$ cat src/rtl/neuron_td_bank_if.sv
// Event-in / record-out bundle for neuron_td_bank.
// The slave side is the neuron bank, the master side is the event source and record consumer.
interface neuron_td_bank_if #(
  parameter int unsigned NCH = 4
);
  localparam int unsigned CW = (NCH > 1) ? $clog2(NCH) : 1;

  logic          ev_valid;
  logic          ev_ready;
  logic          ev_tick;
  logic [CW-1:0] ev_chan;
  logic [1:0]    ev_weight;
  logic          stream_act;
  logic          out_valid;
  logic          out_ready;
  logic [7:0]    out_data;
  logic [CW-1:0] out_chan;

  modport master (
    output ev_valid, ev_tick, ev_chan, ev_weight, stream_act, out_ready,
    input  ev_ready, out_valid, out_data, out_chan
  );

  modport slave (
    input  ev_valid, ev_tick, ev_chan, ev_weight, stream_act, out_ready,
    output ev_ready, out_valid, out_data, out_chan
  );
endinterface

$ cat src/rtl/neuron_td_bank.sv
// Bank of tick-difference neurons: weight events accumulate per channel, a tick scans all
// channels and pushes SPIKE/ACT records into a first-word-fall-through FIFO.
// Optional refractory counters are enabled by defining NEURON_TD_REFRACT_EN.
module neuron_td_bank #(
  parameter int unsigned NCH        = 4,
  parameter int unsigned WIDTH      = 8,
  parameter int unsigned THR        = 4,
  parameter int unsigned FIFO_DEPTH = 4,
  parameter int unsigned REFRACT    = 2
) (
  input  logic            clk,
  input  logic            rst_n,
  neuron_td_bank_if.slave bus,
  output logic            busy,
  output logic            post_spike
);
  localparam int unsigned CW = (NCH > 1) ? $clog2(NCH) : 1;
  localparam int unsigned PW = (FIFO_DEPTH > 1) ? $clog2(FIFO_DEPTH) : 1;
  localparam int unsigned OW = PW + 1;
  localparam logic [2:0]  NEURON_TYPE_SPIKE = 3'd1;
  localparam logic [2:0]  NEURON_TYPE_ACT   = 3'd2;

  typedef enum logic [0:0] {S_IDLE = 1'b0, S_SCAN = 1'b1} state_t;

  state_t           state, state_n;
  logic [CW-1:0]    idx, idx_n;
  logic [WIDTH-1:0] curr      [NCH];
  logic [WIDTH-1:0] prev      [NCH];
  logic [WIDTH-1:0] last_diff [NCH];

  logic [7:0]       data_mem  [FIFO_DEPTH];
  logic [CW-1:0]    chan_mem  [FIFO_DEPTH];
  logic [PW-1:0]    wr_ptr, rd_ptr;
  logic [OW-1:0]    count;

  logic [WIDTH-1:0] cur_sel, prv_sel, diff, sat;
  logic [WIDTH:0]   sum;
  logic [3:0]       nib;
  logic [7:0]       rec;
  logic             fire, push, full, stall, proc_ch, push_do, pop;
  logic             accept_w, accept_t, out_valid;

`ifdef NEURON_TD_REFRACT_EN
  localparam int unsigned RW = (REFRACT > 0) ? $clog2(REFRACT + 1) : 1;
  logic [RW-1:0] refr [NCH];
`endif

  // Scan datapath, FIFO status and handshake decode.
  always_comb begin
    cur_sel = curr[idx];
    prv_sel = prev[idx];
    diff    = (cur_sel >= prv_sel) ? (cur_sel - prv_sel) : '0;
    fire    = (32'(diff) >= 32'(THR));
`ifdef NEURON_TD_REFRACT_EN
    if (refr[idx] != '0) fire = 1'b0;
`endif
    nib      = (32'(diff) > 32'd15) ? 4'hF : diff[3:0];
    rec      = {1'b1, (fire ? NEURON_TYPE_SPIKE : NEURON_TYPE_ACT), nib};
    full     = (count == OW'(FIFO_DEPTH));
    push     = (state == S_SCAN) && (fire || bus.stream_act);
    stall    = push && full;
    proc_ch  = (state == S_SCAN) && !stall;
    push_do  = push && !full;
    out_valid = (count != '0);
    pop      = out_valid && bus.out_ready;
    accept_w = (state == S_IDLE) && bus.ev_valid && !bus.ev_tick;
    accept_t = (state == S_IDLE) && bus.ev_valid && bus.ev_tick;
    sum      = {1'b0, curr[bus.ev_chan]} + (WIDTH + 1)'(bus.ev_weight);
    sat      = sum[WIDTH] ? '1 : sum[WIDTH-1:0];
  end

  always_comb begin
    state_n = state;
    idx_n   = idx;
    case (state)
      S_IDLE: begin
        if (accept_t) begin
          state_n = S_SCAN;
          idx_n   = '0;
        end
      end
      S_SCAN: begin
        if (proc_ch) begin
          if (idx == CW'(NCH - 1)) begin
            state_n = S_IDLE;
            idx_n   = '0;
          end else begin
            idx_n = idx + CW'(1);
          end
        end
      end
      default: begin
        state_n = S_IDLE;
        idx_n   = '0;
      end
    endcase
  end

  always_ff @(posedge clk) begin
    if (!rst_n) begin
      state <= S_IDLE;
      idx   <= '0;
    end else begin
      state <= state_n;
      idx   <= idx_n;
    end
  end

  // Per-channel accumulators; weight events only land in IDLE, scans only touch SCAN.
  always_ff @(posedge clk) begin
    if (!rst_n) begin
      for (int i = 0; i < int'(NCH); i++) begin
        curr[i]      <= '0;
        prev[i]      <= '0;
        last_diff[i] <= '0;
      end
    end else if (accept_w) begin
      curr[bus.ev_chan] <= sat;
    end else if (proc_ch) begin
      prev[idx]      <= cur_sel;
      last_diff[idx] <= diff;
      curr[idx]      <= '0;
    end
  end

`ifdef NEURON_TD_REFRACT_EN
  always_ff @(posedge clk) begin
    if (!rst_n) begin
      for (int i = 0; i < int'(NCH); i++) refr[i] <= '0;
    end else if (proc_ch) begin
      if (fire)                 refr[idx] <= RW'(REFRACT);
      else if (refr[idx] != '0) refr[idx] <= refr[idx] - RW'(1);
    end
  end
`endif

  // FIFO storage needs no reset: occupancy gates everything visible.
  always_ff @(posedge clk) begin
    if (push_do) begin
      data_mem[wr_ptr] <= rec;
      chan_mem[wr_ptr] <= idx;
    end
  end

  always_ff @(posedge clk) begin
    if (!rst_n) begin
      wr_ptr     <= '0;
      rd_ptr     <= '0;
      count      <= '0;
      post_spike <= 1'b0;
    end else begin
      if (push_do) wr_ptr <= wr_ptr + PW'(1);
      if (pop)     rd_ptr <= rd_ptr + PW'(1);
      count      <= count + OW'(push_do) - OW'(pop);
      post_spike <= push_do && fire;
    end
  end

  assign bus.ev_ready  = (state == S_IDLE);
  assign busy          = (state == S_SCAN);
  assign bus.out_valid = out_valid;
  assign bus.out_data  = out_valid ? data_mem[rd_ptr] : '0;
  assign bus.out_chan  = out_valid ? chan_mem[rd_ptr] : '0;

endmodule
$ cat src/flat_wrapper.sv
// flat-port wrapper written by rule: the top's interface ports become plain ports
module neuron_td_bank_flat 
#(
  parameter int unsigned NCH        = 4,
  parameter int unsigned WIDTH      = 8,
  parameter int unsigned THR        = 4,
  parameter int unsigned FIFO_DEPTH = 4,
  parameter int unsigned REFRACT    = 2
)
  (clk, rst_n, busy, post_spike, bus_ev_valid, bus_ev_tick, bus_ev_chan, bus_ev_weight, bus_stream_act, bus_out_ready, bus_ev_ready, bus_out_valid, bus_out_data, bus_out_chan);
  neuron_td_bank_if #(.NCH(NCH)) bus_i ();
  input  logic clk;
  input  logic rst_n;
  output logic busy;
  output logic post_spike;
  input wire logic [$bits(bus_i.ev_valid)-1:0] bus_ev_valid;
  input wire logic [$bits(bus_i.ev_tick)-1:0] bus_ev_tick;
  input wire logic [$bits(bus_i.ev_chan)-1:0] bus_ev_chan;
  input wire logic [$bits(bus_i.ev_weight)-1:0] bus_ev_weight;
  input wire logic [$bits(bus_i.stream_act)-1:0] bus_stream_act;
  input wire logic [$bits(bus_i.out_ready)-1:0] bus_out_ready;
  output wire logic [$bits(bus_i.ev_ready)-1:0] bus_ev_ready;
  output wire logic [$bits(bus_i.out_valid)-1:0] bus_out_valid;
  output wire logic [$bits(bus_i.out_data)-1:0] bus_out_data;
  output wire logic [$bits(bus_i.out_chan)-1:0] bus_out_chan;
  assign bus_i.ev_valid = bus_ev_valid;
  assign bus_i.ev_tick = bus_ev_tick;
  assign bus_i.ev_chan = bus_ev_chan;
  assign bus_i.ev_weight = bus_ev_weight;
  assign bus_i.stream_act = bus_stream_act;
  assign bus_i.out_ready = bus_out_ready;
  assign bus_ev_ready = bus_i.ev_ready;
  assign bus_out_valid = bus_i.out_valid;
  assign bus_out_data = bus_i.out_data;
  assign bus_out_chan = bus_i.out_chan;
  neuron_td_bank #(.NCH(NCH), .WIDTH(WIDTH), .THR(THR), .FIFO_DEPTH(FIFO_DEPTH), .REFRACT(REFRACT)) u_core (.clk(clk), .rst_n(rst_n), .bus(bus_i), .busy(busy), .post_spike(post_spike));
endmodule
$ cat config.mk
export PLATFORM = sky130hd
export DESIGN_NAME = neuron_td_bank_flat
export DESIGN_NICKNAME = d
export VERILOG_FILES = /design/src/rtl/neuron_td_bank_if.sv /design/src/rtl/neuron_td_bank.sv /design/src/flat_wrapper.sv
export SDC_FILE = /design/constraint.sdc
export NUM_CORES = 1
export LEC_CHECK = 0
export ABC_AREA = 0
export CORE_ASPECT_RATIO = 0.6
export CORE_MARGIN = 2
export CORE_UTILIZATION = 61
export DETAILED_ROUTE_END_ITERATION = 10
export PLACE_DENSITY = 0.8
export SLEW_MARGIN = 5
export SYNTH_ARGS = -nofsm -noshare
export SYNTH_HDL_FRONTEND = slang
export SYNTH_SLANG_ARGS = --single-unit
$ cat constraint.sdc
create_clock -name clk -period 5 [get_ports clk]
set_clock_uncertainty 0.2 [all_clocks]
set_input_delay 0.75 -clock clk [delete_from_list [all_inputs] [get_ports clk]]
set_output_delay 0.75 -clock clk [all_outputs]
set_load 0.02 [all_outputs]
# Word level (Yosys, flattened, before mapping)
# Memories as Yosys holds them, arrays and structs flattened. A register that Yosys moved wholly into a read port is not among the register bits.
# Index checks and enable logic that the tools add are counted.
dict set report classes {
  n_addsub 7
  n_lt_le_gt_ge 3
  eq_ne 4
  mux 41
  bitwise_logic 1
  reduce_logical 18
}
# cell count
set op_table {}
lappend op_table {{$mux 8} 6}
lappend op_table {{$mux 2} 16}
lappend op_table {{$reduce_or 8->1} 3}
lappend op_table {{$mux 1} 16}
lappend op_table {{$add 8x2->9} 1}
lappend op_table {{$logic_and 1x1->1} 9}
lappend op_table {{$ge 8x3->1 const B} 1}
lappend op_table {{$ge 8x8->1} 1}
lappend op_table {{$gt 8x4->1 const B} 1}
lappend op_table {{$sub 8x8->8} 1}
lappend op_table {{$add 2x1->2 const B} 3}
lappend op_table {{$mux 4} 1}
lappend op_table {{$pmux 2 s2} 1}
lappend op_table {{$add 3x1->3} 1}
lappend op_table {{$eq 3x3->1 const B} 1}
lappend op_table {{$logic_not 1->1} 3}
lappend op_table {{$reduce_bool 3->1} 1}
lappend op_table {{$sub 3x1->3} 1}
lappend op_table {{$eq 2x2->1 const B} 1}
lappend op_table {{$ne 2x1->1 const B} 1}
lappend op_table {{$ne 2x2->1 const B} 1}
lappend op_table {{$pmux 1 s2} 1}
lappend op_table {{$reduce_and 2->1} 1}
lappend op_table {{$logic_or 1x1->1} 1}
lappend op_table {{$not 1->1} 1}
dict set report totals {
  register_bits 11
  ramBits 96
  input_bits 10
  out_inout_bits 14
  wordCells 84
  n_memories 4
}
# memory words width rd rd_clocked_by_memory_dff wr line
set mem_list {}
lappend mem_list {u_core.curr 4 8 2 1 4 neuron_td_bank.sv:27} ;# logic [WIDTH-1:0] curr [NCH];
lappend mem_list {u_core.prev 4 8 1 1 4 neuron_td_bank.sv:28} ;# logic [WIDTH-1:0] prev [NCH];
lappend mem_list {u_core.data_mem 4 6 1 1 1 neuron_td_bank.sv:31} ;# logic [7:0] data_mem [FIFO_DEPTH];
lappend mem_list {u_core.chan_mem 4 2 1 1 1 neuron_td_bank.sv:32} ;# logic [CW-1:0] chan_mem [FIFO_DEPTH];

# Logic depth before layout (Yosys ltp)
dict set report logic_depth {
  word_depth 14
  depth_mapped 17
  ltp_nobuf 15
}

# Least setup slack after synthesis
# No wires, ideal clock.
dict set report synth_timing {
  kind {register to register}
  start {register (tool-made name)}
  end {memory u_core.curr[3][0] (enable)}
  setup_time_ns 0.384
  arrival_ns 4.012
  required_time_ns 4.416
  slack_ns 0.404
  stages_incl_launch_ff 14
  n_path_buf 3
  synth_period_minus_slack_ns 4.596
  path_cell_list {dfxtp_1 -> clkbuf_1 -> buf_1 -> mux2_2 -> o21ai_0 -> inv_1 -> ha_1 -> a21o_1 -> a2111oi_4 -> o211ai_2 -> o31ai_4 -> buf_6 -> a32oi_1 -> o21ai_0}
}
# element line
set synth_lines {}
lappend synth_lines {{end, declared} neuron_td_bank.sv:27}

==> results.txt <==
For the pin with the worst max-slew slack, the measured transition is 0.8421 ns. The ratio of total power to cell area is 488.6 nW/um2. The post-detailed-placement half-perimeter wirelength is 9.304 mm. After clock tree synthesis, the clock-pin slew on the worst setup and hold paths is 0.07 ns. The fraction of synthesis flops using an asynchronous set or reset pin came out at 0%. The count of cells in the finished layout, fillers not included, comes to 625.

The initial core utilization came out at 62.51%. The number of detailed-route iterations in the first pass is 5. The post-route total power came out at 3.149 mW. From left edge to right edge, the die measures 129.0 um. The worst setup path is captured at a flop. After detailed placement, the design holds a cell count of 609.

The number of antenna violations at the first check in global routing came out at 0. The die height came out at 79.03 um. The layout net count came out at 520. The mean number of vias per cell came out at 6.123. From synthesis to final layout, the design area changed by 12.61%. After clock tree synthesis, the repair step resized 0 gates. The count of inserted antenna diode cells is 0.

The largest net degree at the start of global routing came out at 19. The type of the setup path with the least slack is flop to flop. The analysis attributes to cell leakage a power of 2.394 nW. No sink is reached through more buffers than the 2 on the longest clock path. The min-delay analysis places its worst path in the category flop to flop. Of the total synthesized cell area, the portion taken by AND, OR, NAND and NOR gates is 13.75%. The number of global-route vias before repair is 3870. The DRC marker count from the first detailed-route iteration is 514.

The portion of the clock cycle consumed by the worst path in the final layout came out at 94.05%. Row generation in the floorplan step produced 27 rows. The hold-fix buffer count after cts is 0. TritonCTS built the clock tree. Buffers inserted during clock tree synthesis total 9. The placeable core area is 9155 um2. The count of buffers from port buffering came out at 22. In this run the count of I/O pins placed on the die edge is 24. The final count of pins violating max slew is 0.

The post-synthesis instance total is 456. The clock latency of the later-clocked register in the worst-skew pair is 0.35 ns. The multiplexer share of the synthesized area is 12.42%. In this run, synthesis produced a sequential element count of 111.

Leaving out fill and tap cells, the most frequent cells in the layout are 96 x edfxtp_1, 66 x nor2_1, 33 x nand2_1. The library cell used most frequently in the layout, excluding fill and tap cells, is edfxtp_1. The tree is rooted in a clkbuf_16.

The share of final-layout standard cells stronger than drive strength 1 is 16.57%. The wire length of the first global-routing pass is 20.40 mm. The CTS sink count came out at 111.

The critical path data arrival time came out at 4.49 ns. The fraction of the mapped netlist area in compound gates is 7.521%. The total count of hold-check failures in the final report was 0.

The adder-cell share of the synthesized area came out at 4.766%. Among all flip-flop cells after synthesis, the most frequent one is edfxtp_1. The global route total overflow is 0. The average cell area after synthesis is 12.55 um2. The maximum level of the CTS H-tree is 3. The count of antenna-violating nets left after detailed routing is 0. The number of synthesized flops with an enable pin came out at 96.

The area of the mapped netlist came out at 5723 um2. Along the worst path, the maximum fanout reaches 12. Counting every net in the synthesized netlist gives 486. The via count is 3827. Setup repair after global routing left no endpoint under its margin. The final total negative setup slack is 0 ns. VDD sags by at most 0.3123 mV. The share of the synthesized netlist area taken by xor and xnor gates is 1.990%. After synthesis, the largest family of logic cells by area is simple AND/OR/NAND/NOR gates.

In this run the post-CTS setup repair buffer count came out at 0. Across the run, the number of max-cap violations was 0. In the routed design, unresolved DRC markers number 0. The wire length after detailed routing came out at 12.71 mm. The endpoint required time on the critical path is 4.79 ns. The sequential cell area fraction in the yosys report is 55.62%. The run finished with clean final reports. The average detailed-routed wire length per instance came out at 20.34 um. The worst setup path is launched from a flop.

The number of different library cells used by synthesis comes to 59. The weighted congestion at the end of routability-driven global placement is 0.9490. The die area is 10200 um2. The final number of setup-violating endpoints is 0.

The highest attainable clock frequency is 0.2126 GHz. After layout, the minimum clock period comes to 4.703 ns. For this run, the number of Yosys warnings is 0. The headroom to the max-slew limit is 42.97%. The global routing usage summed across all routing layers came out at 27.07%.
==> worst max-delay path, stage by stage, from the launching register on <==
cell and delay (ns):
dfxtp_1 0.50, buf_4 0.28, mux2_2 0.36, o21ai_0 0.59
inv_1 0.11, ha_1 0.43, and2_4 0.18, a221o_2 0.38
o211a_1 0.28, a31oi_1 0.46, and3_1 0.55
==> flip-flops by register name, summed over array words and instances, names as in the netlist, named ones only <==
register / flops
u_core.busy: 1
u_core.chan_mem: 8
u_core.count: 3
u_core.curr: 32
u_core.data_mem: 24
u_core.idx: 2
u_core.post_spike: 1
u_core.prev: 32
u_core.rd_ptr: 2
u_core.wr_ptr: 2
==> power by group <==
| part | switching [mW] | internal [mW] | total, mW |
|---|---|---|---|
| Sequential | 0.0814 | 1.16 | 1.24 |
| Combinational | 0.724 | 0.514 | 1.24 |
| Clock | 0.306 | 0.366 | 0.672 |
==> layer usage <==
| metal | part of all wire, % | GRT usage, % |
|---|---|---|
| met4 | 1.4 | 6.848 |
| met2 | 45 | 41.64 |
| met3 | 9.4 | 5.795 |
| met5 | 0 | 0 |
| met1 | 44 | 39.90 |
==> path summary, 6_finish.rpt <==
| path | from | endpoint | slack (ns) | cells past startpoint |
|---|---|---|---|---|
| max | flop | u_core.data_mem[2][2]$_DFFE_PP_ | 0.30 | 10 |
| min | u_core.wr_ptr[1]$_SDFFE_PN0P_ | u_core.wr_ptr[1]$_SDFFE_PN0P_ | 0.34 | 2 |
| max reg2reg | flop | u_core.data_mem[2][2]$_DFFE_PP_ | 0.30 | 10 |
| min reg2reg | u_core.wr_ptr[1]$_SDFFE_PN0P_ | u_core.wr_ptr[1]$_SDFFE_PN0P_ | 0.34 | 2 |
==> metrics by stage <==
step                util, %  setup slack, ns  hold WS [ns]  cell area, um2
floorplan                 -           0.4038        0.2830            5723
global placement      67.35           0.6309        0.2992            6166
detailed placement    67.35           0.4607        0.3212            6166
CTS                   70.40           0.3439        0.3379            6445
global route          70.40          0.06402        0.3748            6445
finish                70.40           0.2974        0.3403            6445
==> kinds of logic after synthesis <==
kind of cell,count (synthesis)
simple gates,160
xor+xnor,13
mux,40
fa+ha+maj,20
other cells,1
compound gates,58
buf+inv,53
flops,111
==> cell usage after synthesis (2+ instances only) <==
cell type  number  area (um2)
nor3b_1         3       22.52
and2_1         14       87.58
a31oi_1         2       12.51
nand3_1         7       35.03
buf_4           3       22.52
ha_1           17       212.7
fa_1            3       60.06
a31o_2          2       17.52
buf_2           3       15.01
nand2_1        33       123.9
xor2_1          4       35.03
a21o_1          3       22.52
xnor2_1         9       78.83
buf_1           2       7.510
edfxtp_1       96        2883
mux2i_1         8       80.08
inv_1          32       120.1
and3_1          6       37.54
dfxtp_1        15       300.3
nor2_1         66       247.7
nor3_1         10       50.05
o21ai_1         4       20.02
or2_2           2       12.51
nand2b_1        6       37.54
mux2_2          8       90.09
a21oi_1        15       75.07
o21ai_0        17       85.08
mux4_2         24       540.5
clkbuf_1       11       41.29
or2_1           2       12.51
==> cell type report <==
class	count	area [um2]
well taps	130	162.7
clock buffers	14	264.0
fillers	612	2710
clock inverters	2	15.01
multi-input cells	292	2318
repair buffers	43	377.9
inverters	33	123.9
flip-flops and latches	111	3183
Power figures use the tool's default switching activity.
